--- config.mk ---
export PLATFORM = sky130hd
export DESIGN_NAME = conv_window_gen
export DESIGN_NICKNAME = d
export VERILOG_FILES = /design/src/rtl/conv_window_gen.sv
export SDC_FILE = /design/constraint.sdc
export NUM_CORES = 1
export LEC_CHECK = 0
export ABC_AREA = 0
export CORE_UTILIZATION = 50
export DETAILED_ROUTE_END_ITERATION = 8
export DONT_BUFFER_PORTS = 1
export SLEW_MARGIN = 20
export SYNTH_ARGS = -nofsm -noshare
export SYNTH_HDL_FRONTEND = slang
export SYNTH_SLANG_ARGS = --single-unit
--- constraint.sdc ---
create_clock -name clk -period 10 [get_ports clk]
set_input_delay 2 -clock clk [delete_from_list [all_inputs] [get_ports clk]]
set_output_delay 2 -clock clk [all_outputs]
set_load 0.005 [all_outputs]
--- src/rtl/conv_window_gen.sv ---
// rtl/conv_window_gen.sv - raster pixel stream to packed NxN convolution windows
// Line buffers feed the right column of a shifting register window; emits valid-only windows.
module conv_window_gen #(
    parameter int DWIDTH_DAT   = 8,
    parameter int DWIDTH_SLICE = 3,
    parameter int IMG_WIDTH    = 64,
    parameter int IMG_HEIGHT   = 64
) (
    input  logic                                         clk,
    input  logic                                         rst_n,
    input  logic                                         in_valid,
    output logic                                         in_ready,
    input  logic [DWIDTH_DAT-1:0]                        in_pix,
    output logic                                         out_valid,
    input  logic                                         out_ready,
    output logic [DWIDTH_SLICE*DWIDTH_SLICE*DWIDTH_DAT-1:0] out_win,
    output logic                                         frame_done
);

    localparam int N  = DWIDTH_SLICE;
    localparam int DW = DWIDTH_DAT;
    localparam int CW = $clog2(IMG_WIDTH);
    localparam int RW = $clog2(IMG_HEIGHT);

    localparam logic [CW-1:0] COL_LAST = CW'(IMG_WIDTH - 1);
    localparam logic [RW-1:0] ROW_LAST = RW'(IMG_HEIGHT - 1);
    localparam logic [CW-1:0] COL_MIN  = CW'(N - 1);
    localparam logic [RW-1:0] ROW_MIN  = RW'(N - 1);

    logic [CW-1:0] col;
    logic [RW-1:0] row;

    logic [DW-1:0] lb    [0:N-2][0:IMG_WIDTH-1];
    logic [DW-1:0] lb_rd [0:N-2];
    logic [DW-1:0] win_q [0:N-1][0:N-1];
    logic [DW-1:0] win_d [0:N-1][0:N-1];
    logic [N*N*DW-1:0] win_pack;

    logic accept;
    logic win_ok;
    logic last_pix;

    assign in_ready = !out_valid || out_ready;
    assign accept   = in_valid && in_ready;
    assign win_ok   = (row >= ROW_MIN) && (col >= COL_MIN);
    assign last_pix = (col == COL_LAST) && (row == ROW_LAST);

    // Asynchronous read so the pre-write value at col feeds both the next buffer and the window.
    always_comb begin
        for (int k = 0; k < N - 1; k++) begin
            lb_rd[k] = lb[k][col];
        end
    end

    always_comb begin
        for (int r = 0; r < N; r++) begin
            for (int c = 0; c < N - 1; c++) begin
                win_d[r][c] = win_q[r][c+1];
            end
        end
        for (int r = 0; r < N - 1; r++) begin
            win_d[r][N-1] = lb_rd[N-2-r];
        end
        win_d[N-1][N-1] = in_pix;
    end

    always_comb begin
        win_pack = '0;
        for (int r = 0; r < N; r++) begin
            for (int c = 0; c < N; c++) begin
                win_pack[(r*N+c)*DW +: DW] = win_d[r][c];
            end
        end
    end

    // Buffer contents need no reset: every emitted window overwrites what it reads first.
    always_ff @(posedge clk) begin
        if (accept) begin
            lb[0][col] <= in_pix;
            for (int k = 1; k < N - 1; k++) begin
                lb[k][col] <= lb[k-1][col];
            end
        end
    end

    always_ff @(posedge clk or negedge rst_n) begin
        if (!rst_n) begin
            col        <= '0;
            row        <= '0;
            out_valid  <= 1'b0;
            frame_done <= 1'b0;
            out_win    <= '0;
            for (int r = 0; r < N; r++) begin
                for (int c = 0; c < N; c++) begin
                    win_q[r][c] <= '0;
                end
            end
        end else begin
            frame_done <= accept && last_pix;
            if (accept) begin
                for (int r = 0; r < N; r++) begin
                    for (int c = 0; c < N; c++) begin
                        win_q[r][c] <= win_d[r][c];
                    end
                end
                if (col == COL_LAST) begin
                    col <= '0;
                    row <= (row == ROW_LAST) ? '0 : row + 1'b1;
                end else begin
                    col <= col + 1'b1;
                end
                if (win_ok) begin
                    out_win <= win_pack;
                end
            end
            if (accept && win_ok) begin
                out_valid <= 1'b1;
            end else if (out_ready) begin
                out_valid <= 1'b0;
            end
        end
    end

endmodule

==> results of run 1 <==
[power by group]
group | switching, mW | internal (mW)
combinational | 3.58 | 1.45
sequential | 0.315 | 6.69
clock | 1.80 | 2.48
[area by class of cell]
type	instances	area (µm²)	area share
multi-input cells	1246	10000	0.199
diodes	2	5.00	0.0000997
well taps	1165	1460	0.0290
flip-flops and latches	1158	34100	0.680
repair buffers	104	810	0.0161
clock buffers	147	3090	0.0616
clock inverters	63	662	0.0132
inverters	13	53.8	0.00107
[cell usage after synthesis (8+ instances only)]
library cell                   n
sky130_fd_sc_hd__nand4_1      14
sky130_fd_sc_hd__a221oi_1     50
sky130_fd_sc_hd__mux4_2       49
sky130_fd_sc_hd__a22o_1       10
sky130_fd_sc_hd__nand3_1      32
sky130_fd_sc_hd__clkbuf_1     47
sky130_fd_sc_hd__mux2i_1     274
sky130_fd_sc_hd__o2bb2ai_1     8
sky130_fd_sc_hd__mux2_2      118
sky130_fd_sc_hd__a31oi_1      23
sky130_fd_sc_hd__dfrtp_1     134
sky130_fd_sc_hd__nand2_1     149
sky130_fd_sc_hd__inv_1        10
sky130_fd_sc_hd__edfxtp_1   1024
sky130_fd_sc_hd__a221o_1      11
sky130_fd_sc_hd__o21ai_0      65
sky130_fd_sc_hd__buf_2        48
sky130_fd_sc_hd__buf_1         8
sky130_fd_sc_hd__nor2_1      121
sky130_fd_sc_hd__a22oi_1      70
sky130_fd_sc_hd__buf_4        40
sky130_fd_sc_hd__a21oi_1      53
sky130_fd_sc_hd__buf_6        18
sky130_fd_sc_hd__o22ai_1      97
[routing by layer]
layer | vias up | GRT usage | part of all wire
met5 | - | 0 | 0
met4 | 0 | 0.103 | 0.038
met3 | 257 | 0.0457 | 0.088
met2 | 1332 | 0.441 | 0.47
met1 | 13100 | 0.390 | 0.40
li1 | 10400 | - | -
[stage by stage]
stage | worst slack [ps] | util
final | 4510 | 0.564
after global routing | 4300 | 0.564
after CTS | 5000 | 0.564
after detailed placement | 5050 | 0.522
after global placement | 4960 | 0.522
after floorplan | 5840 | -
[layout by cell type, fill, tap and decap left out, types with 4 or more instances in the layout]
cell,count
sky130_fd_sc_hd__a21oi_1,53
sky130_fd_sc_hd__a221o_1,11
sky130_fd_sc_hd__a221oi_1,50
sky130_fd_sc_hd__a22o_1,10
sky130_fd_sc_hd__a22oi_1,70
sky130_fd_sc_hd__a31oi_1,23
sky130_fd_sc_hd__and2_1,6
sky130_fd_sc_hd__and3_1,5
sky130_fd_sc_hd__buf_4,101
sky130_fd_sc_hd__bufinv_16,12
sky130_fd_sc_hd__clkbuf_1,25
sky130_fd_sc_hd__clkbuf_16,117
sky130_fd_sc_hd__clkbuf_8,5
sky130_fd_sc_hd__clkinv_1,23
sky130_fd_sc_hd__clkinv_2,23
sky130_fd_sc_hd__clkinvlp_4,5
sky130_fd_sc_hd__dfrtp_1,131
sky130_fd_sc_hd__edfxtp_1,1024
sky130_fd_sc_hd__ha_1,4
sky130_fd_sc_hd__inv_1,4
sky130_fd_sc_hd__inv_2,4
sky130_fd_sc_hd__mux2_2,118
sky130_fd_sc_hd__mux2i_1,274
sky130_fd_sc_hd__mux4_1,5
sky130_fd_sc_hd__mux4_2,49
sky130_fd_sc_hd__nand2_1,148
sky130_fd_sc_hd__nand3_1,32
sky130_fd_sc_hd__nand3b_1,6
sky130_fd_sc_hd__nand4_1,14
sky130_fd_sc_hd__nor2_1,119
sky130_fd_sc_hd__nor3_1,6
sky130_fd_sc_hd__o21ai_0,65
sky130_fd_sc_hd__o22a_1,6
sky130_fd_sc_hd__o22ai_1,97
sky130_fd_sc_hd__o2bb2ai_1,8
sky130_fd_sc_hd__xnor2_1,5
[cell families (layout without fill, tap and decap cells)]
kind of cell	after synthesis	in the layout	synth area share
AO/OA/AOI/OAI	417	417	0.0631
XOR/XNOR	7	7	0.00136
adder cells (fa/ha/maj)	4	4	0.00111
buffers and inverters	177	327	0.0232
flip-flops	1158	1158	0.756
multiplexers	447	447	0.118
other	0	2	0
AND/OR/NAND/NOR	371	371	0.0371
[worst max-delay path, stage by stage, from the launching register on]
cell,delay (ps)
sky130_fd_sc_hd__dfrtp_4,710
sky130_fd_sc_hd__buf_12,450
sky130_fd_sc_hd__nor2b_4,720
sky130_fd_sc_hd__buf_4,440
sky130_fd_sc_hd__a22oi_1,160
sky130_fd_sc_hd__a31oi_1,580
sky130_fd_sc_hd__nor4b_2,680
sky130_fd_sc_hd__clkinv_2,990
[state kept, by name (all words and copies together) (netlist names)]
register and cells:
lb 1024, out_win 72, win_d 48, col 6, row 6, frame_done 1
out_valid 1
[final timing paths]
| path | start | end | slack (ps) | cells past startpoint |
|---|---|---|---|---|
| worst max-delay path | col[1]$_DFFE_PN0P_ | lb[0][659]$_DFFE_PP_ | 4510 | 7 |
| worst min-delay path | win_d[67]$_DFFE_PN0P_ | win_d[67]$_DFFE_PN0P_ | 470 | 2 |
| worst max register to register | col[1]$_DFFE_PN0P_ | lb[0][659]$_DFFE_PP_ | 4510 | 7 |
| worst min register to register | win_d[67]$_DFFE_PN0P_ | win_d[67]$_DFFE_PN0P_ | 470 | 2 |
| max in group asynchronous | rst_n | out_win[25]$_DFFE_PN0P_ | 8780 | 0 |
| min in group asynchronous | rst_n | row[0]$_DFFE_PN0P_ | 1010 | 0 |
==> load_flow_metrics.sql, run 1 <==
INSERT INTO impl_metrics (metric_group, metric, value, unit) VALUES
('outcome', 'outcome', 'finished, final reports clean', ''),
('power_and_ir_drop', 'power', '16.3', 'mW'),
('hold_path', 'hp-class', 'flip-flop to flip-flop', ''),
('power_and_ir_drop', 'power_density', '325', 'mW/mm²'),
('grt', 'gr-total-overflow', '0', ''),
('setup_path', 'arrival', '5600', 'ps'),
('grt', 'antenna_found_initial', '2', ''),
('synth', 'synth_sequential_area_ratio', '0.756', ''),
('grt', 'pin_count_of_the_biggest_net_entering_global_routing', '135', ''),
('synth', 'yosysWarnings', '0', ''),
('power_and_ir_drop', 'max-vdd-ir-drop', '0.263', 'mV'),
('clock_network', 'cts.sink_count', '1158', ''),
('timing', 'max_slew.worst_pin.slew', '1060', 'ps'),
('placement', 'port_bufs', '0', ''),
('timing', 'maxSlewViolCount', '0', ''),
('placement', 'placedInstanceArea', '0.0464', 'mm²'),
('timing', 'final_min_period_over_clock_period', '0.549', ''),
('floorplanning', 'design.die.area', '0.0914', 'mm²'),
('setup_path', 'crit_type', 'flip-flop to flip-flop', ''),
('clock_network', 'post_cts.repair.setup_buffers', '0', ''),
('detailed_routing', 'drt_iter0_drc', '3412', ''),
('detailed_routing', 'wl_per_cell', '32.4', 'µm'),
('synth', 'synth_area_per_cell', '17.5', 'µm²'),
('synth', 'synth.top_cells.by_area', 'sky130_fd_sc_hd__edfxtp_1 (68%), sky130_fd_sc_hd__dfrtp_1 (7.4%), sky130_fd_sc_hd__mux2i_1 (6.1%)', ''),
('timing', 'finalSetupViolCount', '0', ''),
('synth', 'number_of_library_cell_types_mapped_by_synthesis', '71', ''),
('clock_network', 'clockBufferDepth', '3', ''),
('placement', 'finalWeightedCongestion', '0.920', ''),
('placement', 'post-dp-hpwl', '73.6', 'mm'),
('setup_path', 'worstSetupEndpointType', 'flip-flop', ''),
('cells_and_area', 'n_fill_cell', '6775', ''),
('cells_and_area', 'layout-area-overhead-vs-synth', '11.3', '%'),
('synth', 'synth_flop_cell', 'sky130_fd_sc_hd__edfxtp_1', ''),
('detailed_routing', 'ant_nets', '0', ''),
('cells_and_area', 'num-nets-final', '2653', ''),
('setup_path', 'worstPathRequired', '10100', 'ps'),
('synth', 'synth_top_area_share', '0.682', ''),
('run', 'max_cap_violations', '0', ''),
('synth', 'synthesis.nets', '2597', ''),
('floorplanning', 'die_x', '302', 'µm'),
('detailed_routing', 'num_vias', '25000', ''),
('floorplanning', 'io-pin-count', '87', ''),
('grt', 'first_global_vias', '24500', ''),
('floorplanning', 'core-area', '0.0889', 'mm²'),
('grt', 'gr-usage-all-layers', '0.278', ''),
('floorplanning', 'initial_core_util', '0.507', ''),
('timing', 'finClkSkew', '44.4', 'ps'),
('timing', 'min_period', '5490', 'ps'),
('clock_network', 'root_cell_of_the_clock_tree', 'sky130_fd_sc_hd__clkbuf_16', ''),
('timing', 'accumulated_negative_setup_slack', '0', 'ps'),
('timing', 'slew_headroom', '0.293', ''),
('clock_network', 'cts_tree', 'yes', ''),
('synth', 'edff_count_synth', '1024', ''),
('synth', 'post_synth_inst_count', '2581', ''),
('timing', 'finalHoldViolations', '0', ''),
('clock_network', 'cts_made_buffers', '114', ''),
('clock_network', 'clkSlewWorstSetupHoldPaths', '60', 'ps'),
('floorplanning', 'rows', '109', ''),
('synth', 'synth_seq_cells', '1158', ''),
('synth', 'netlist_area', '0.0451', 'mm²'),
('clock_network', 'clock_latency_on_the_worst_skew_pair', '710', 'ps'),
('clock_network', 'h_tree_lvls', '3', ''),
('timing', 'grt_setup_unrepaired', 'no', ''),
('detailed_routing', 'detail_route.drc_violations', '0', ''),
('clock_network', 'cts_hold_buffers', '0', ''),
('cells_and_area', 'drive_above_1_share', '0.173', ''),
('synth', 'post-synth-top-area-cell', 'sky130_fd_sc_hd__edfxtp_1', ''),
('setup_path', 'crit_path_max_fanout', '87', ''),
('clock_network', 'ctsResizeCount', '0', ''),
('timing', 'holdWs', '472', 'ps'),
('detailed_routing', 'drt_pass1_iterations', '9', ''),
('synth', 'synth-async-reset-ratio', '0.116', ''),
('detailed_routing', 'totalWireLength', '126', 'mm'),
('setup_path', 'worstSetupStartpointType', 'flip-flop', ''),
('placement', 'numPlacedInstances', '3686', ''),
('power_and_ir_drop', 'p_leak', '17.0', 'nW'),
('grt', 'grt_first_pass_wirelength', '180', 'mm'),
('cells_and_area', 'stdcell_count', '3898', ''),
('timing', 'timing.fmax', '182', 'MHz'),
('cells_and_area', 'non_filler_cell_area_final', '0.0502', 'mm²'),
('detailed_routing', 'route.detailed.vias_per_inst', '6.42', ''),
('floorplanning', 'floorplan.die.height', '302', 'µm');
No activity file was read; power rests on OpenSTA's default activity.
==> run 2, diff against run 1 <==
- clock period: 10 -> 5.3 ns (I/O delays scaled with it)
==> load_flow_metrics.sql, run 2 (same netlist as run 1, synthesis figures left out) <==
INSERT INTO impl_metrics (metric_group, metric, value, unit) VALUES
('clock_network', 'cts_hold_buffers', '0', ''),
('timing', 'finClkSkew', '40.8', 'ps'),
('setup_path', 'ff2ff_setup_slack', '840', 'ps'),
('timing', 'post-route-worst-setup-slack', '842', 'ps'),
('power_and_ir_drop', 'max-vdd-ir-drop', '0.598', 'mV'),
('setup_path', 'cp_slowest_cell', 'sky130_fd_sc_hd__dfrtp_4', ''),
('detailed_routing', 'ant_nets', '0', ''),
('clock_network', 'cts_made_buffers', '114', ''),
('timing', 'slew_headroom', '0.273', ''),
('grt', 'grt_first_pass_wirelength', '181', 'mm'),
('power_and_ir_drop', 'clkPwrFrac', '0.252', ''),
('timing', 'max_slew.worst_pin.slew', '1080', 'ps'),
('setup_path', 'worstSetupEndpointType', 'flip-flop', ''),
('power_and_ir_drop', 'power_density', '615', 'mW/mm²'),
('cells_and_area', 'largest_reg_flops', '1024', ''),
('detailed_routing', 'totalWireLength', '127', 'mm'),
('grt', 'gr-usage-all-layers', '0.281', ''),
('power_and_ir_drop', 'p_sw_frac', '0.354', ''),
('placement', 'numPlacedInstances', '3746', ''),
('setup_path', 'maximum_cell_stage_delay_along_the_critical_path', '950', 'ps'),
('grt', 'pin_count_of_the_biggest_net_entering_global_routing', '135', ''),
('placement', 'preCtsSetupSlack', '1110', 'ps'),
('floorplanning', 'io-pin-count', '87', ''),
('clock_network', 'cts_tree', 'yes', ''),
('cells_and_area', 'num-nets-final', '2713', ''),
('clock_network', 'clock_latency_on_the_worst_skew_pair', '710', 'ps'),
('cells_and_area', 'layout-area-overhead-vs-synth', '12.1', '%'),
('timing', 'holdWs', '67.3', 'ps'),
('power_and_ir_drop', 'seqPwrFrac', '0.425', ''),
('clock_network', 'clockBufferDepth', '3', ''),
('cells_and_area', 'top_register', 'lb', ''),
('setup_path', 'worstSetupStartpointType', 'flip-flop', ''),
('timing', 'maxSlewViolCount', '0', ''),
('clock_network', 'post_cts.repair.setup_buffers', '0', ''),
('power_and_ir_drop', 'power', '31.1', 'mW'),
('clock_network', 'cts.sink_count', '1158', ''),
('timing', 'timing.fmax', '224', 'MHz'),
('timing', 'grt_setup_unrepaired', 'no', ''),
('grt', 'global_route.usage.met1', '0.386', ''),
('floorplanning', 'initial_core_util', '0.507', ''),
('floorplanning', 'design.die.area', '0.0914', 'mm²'),
('placement', 'placedInstanceArea', '0.0469', 'mm²'),
('placement', 'post-dp-hpwl', '77.4', 'mm'),
('grt', 'globalRouteMet2Util', '0.438', ''),
('cells_and_area', 'multi_input_area', '0.00999', 'mm²'),
('cells_and_area', 'drive_above_1_share', '0.191', ''),
('cells_and_area', 'non_filler_cell_area_final', '0.0505', 'mm²'),
('floorplanning', 'die_x', '302', 'µm'),
('power_and_ir_drop', 'p_leak', '17.3', 'nW'),
('placement', 'finalWeightedCongestion', '0.873', ''),
('detailed_routing', 'num_vias', '25100', ''),
('grt', 'antenna_found_initial', '1', ''),
('power_and_ir_drop', 'intPower', '20.1', 'mW'),
('timing', 'finalSetupViolCount', '0', ''),
('setup_path', 'crit_end', 'lb[0][744]$_DFFE_PP_', ''),
('detailed_routing', 'route.detailed.vias_per_inst', '6.33', ''),
('setup_path', 'setup.worst_path.start', 'col[2]$_DFFE_PN0P_', ''),
('setup_path', 'worstPathRequired', '5420', 'ps'),
('detailed_routing', 'drt_iter0_drc', '3132', ''),
('setup_path', 'timing.rr.start', 'col[2]$_DFFE_PN0P_', ''),
('setup_path', 'arrival', '4570', 'ps'),
('setup_path', 'crit_type', 'flip-flop to flip-flop', ''),
('floorplanning', 'rows', '109', ''),
('cells_and_area', 'n_fill_cell', '6719', ''),
('grt', 'gr-total-overflow', '0', ''),
('clock_network', 'h_tree_lvls', '3', ''),
('clock_network', 'root_cell_of_the_clock_tree', 'sky130_fd_sc_hd__clkbuf_16', ''),
('timing', 'finalHoldViolations', '0', ''),
('cells_and_area', 'final_core_util', '0.568', ''),
('hold_path', 'hp-class', 'input port to async pin', ''),
('clock_network', 'ctsResizeCount', '0', ''),
('grt', 'globalRoute.busiestLayer', 'met2', ''),
('setup_path', 'regToRegEndpoint', 'lb[0][744]$_DFFE_PP_', ''),
('cells_and_area', 'stdcell_count', '3962', ''),
('outcome', 'outcome', 'finished, final reports clean', ''),
('detailed_routing', 'drt_pass1_iterations', '6', ''),
('power_and_ir_drop', 'relative_contribution_of_combinational_cells_to_total_power', '0.323', ''),
('placement', 'port_bufs', '0', ''),
('power_and_ir_drop', 'net-switching-power', '11.0', 'mW'),
('cells_and_area', 'final_common_cell', 'sky130_fd_sc_hd__edfxtp_1', ''),
('detailed_routing', 'wl_per_cell', '32.2', 'µm'),
('run', 'max_cap_violations', '0', ''),
('setup_path', 'path_cells', 'buf_4, mux2i_1, a22oi_1, nand3_1, nand4_1, nor4_2, clkinv_2', ''),
('cells_and_area', 'most-common-layout-cells', 'sky130_fd_sc_hd__edfxtp_1 (1,024), sky130_fd_sc_hd__mux2i_1 (274), sky130_fd_sc_hd__buf_4 (158)', ''),
('cells_and_area', 'area_taken_by_flip_flops_and_latches', '0.0341', 'mm²'),
('grt', 'met3_usage', '0.0627', ''),
('detailed_routing', 'detail_route.drc_violations', '0', ''),
('setup_path', 'ff2ff_path_depth', '7', ''),
('floorplanning', 'core-area', '0.0889', 'mm²'),
('grt', 'first_global_vias', '24700', ''),
('floorplanning', 'floorplan.die.height', '302', 'µm'),
('clock_network', 'clkSlewWorstSetupHoldPaths', '70', 'ps'),
('timing', 'min_period', '4460', 'ps'),
('setup_path', 'crit_path_max_fanout', '64', ''),
('timing', 'final_min_period_over_clock_period', '0.841', ''),
('timing', 'accumulated_negative_setup_slack', '0', 'ps');
==> run 2: power groups by stage <==
stage | clock network [mW] | registers [mW] | logic (mW)
after CTS | 7.96 | 13.2 | 9.94
after global routing | 8.30 | 13.3 | 10.5
after detailed placement | 0 | 13.4 | 9.92
after global placement | 0 | 13.4 | 9.72
final | 7.85 | 13.2 | 10.0
after floorplan | 0 | 13.1 | 6.03
==> run 2: layout make-up <==
| cell class | count | area share |
|---|---|---|
| clock buffer | 135 | 0.0586 |
| multi-input combinational | 1246 | 0.198 |
| inverter | 13 | 0.000990 |
| clock inverter | 80 | 0.0130 |
| tap | 1165 | 0.0288 |
| antenna | 1 | 0.0000495 |
| timing repair buffer | 164 | 0.0258 |
| sequential | 1158 | 0.675 |
==> run 2: worst min path at each step <==
| stage | end | slack [ps] | cells after the start |
|---|---|---|---|
| finish | out_win[53]$_DFFE_PN0P_ | 70 | 0 |
| global placement | win_d[23]$_DFFE_PN0P_ | 450 | 2 |
| floorplan | win_d[46]$_DFFE_PN0P_ | 440 | 2 |
| detailed placement | win_d[19]$_DFFE_PN0P_ | 460 | 2 |
| CTS | col[5]$_DFFE_PN0P_ | 20 | 0 |
| global route | out_win[53]$_DFFE_PN0P_ | 40 | 0 |
==> run 2: critical path, delay by kind of cell, from the launching register on <==
| family | cells | cell delay, ps |
|---|---|---|
| flip-flops | 1 | 950 |
| multiplexers | 1 | 250 |
| AND/OR/NAND/NOR | 3 | 1030 |
| buffers and inverters | 2 | 1450 |
| AO/OA/AOI/OAI | 1 | 110 |
==> run 2: per-layer routing <==
metal | routed length (µm) | up-vias
li1 | - | 10500
met1 | 50500 | 12900
met2 | 59100 | 1392
met3 | 12800 | 256
met4 | 4970 | 0
met5 | 0 | -
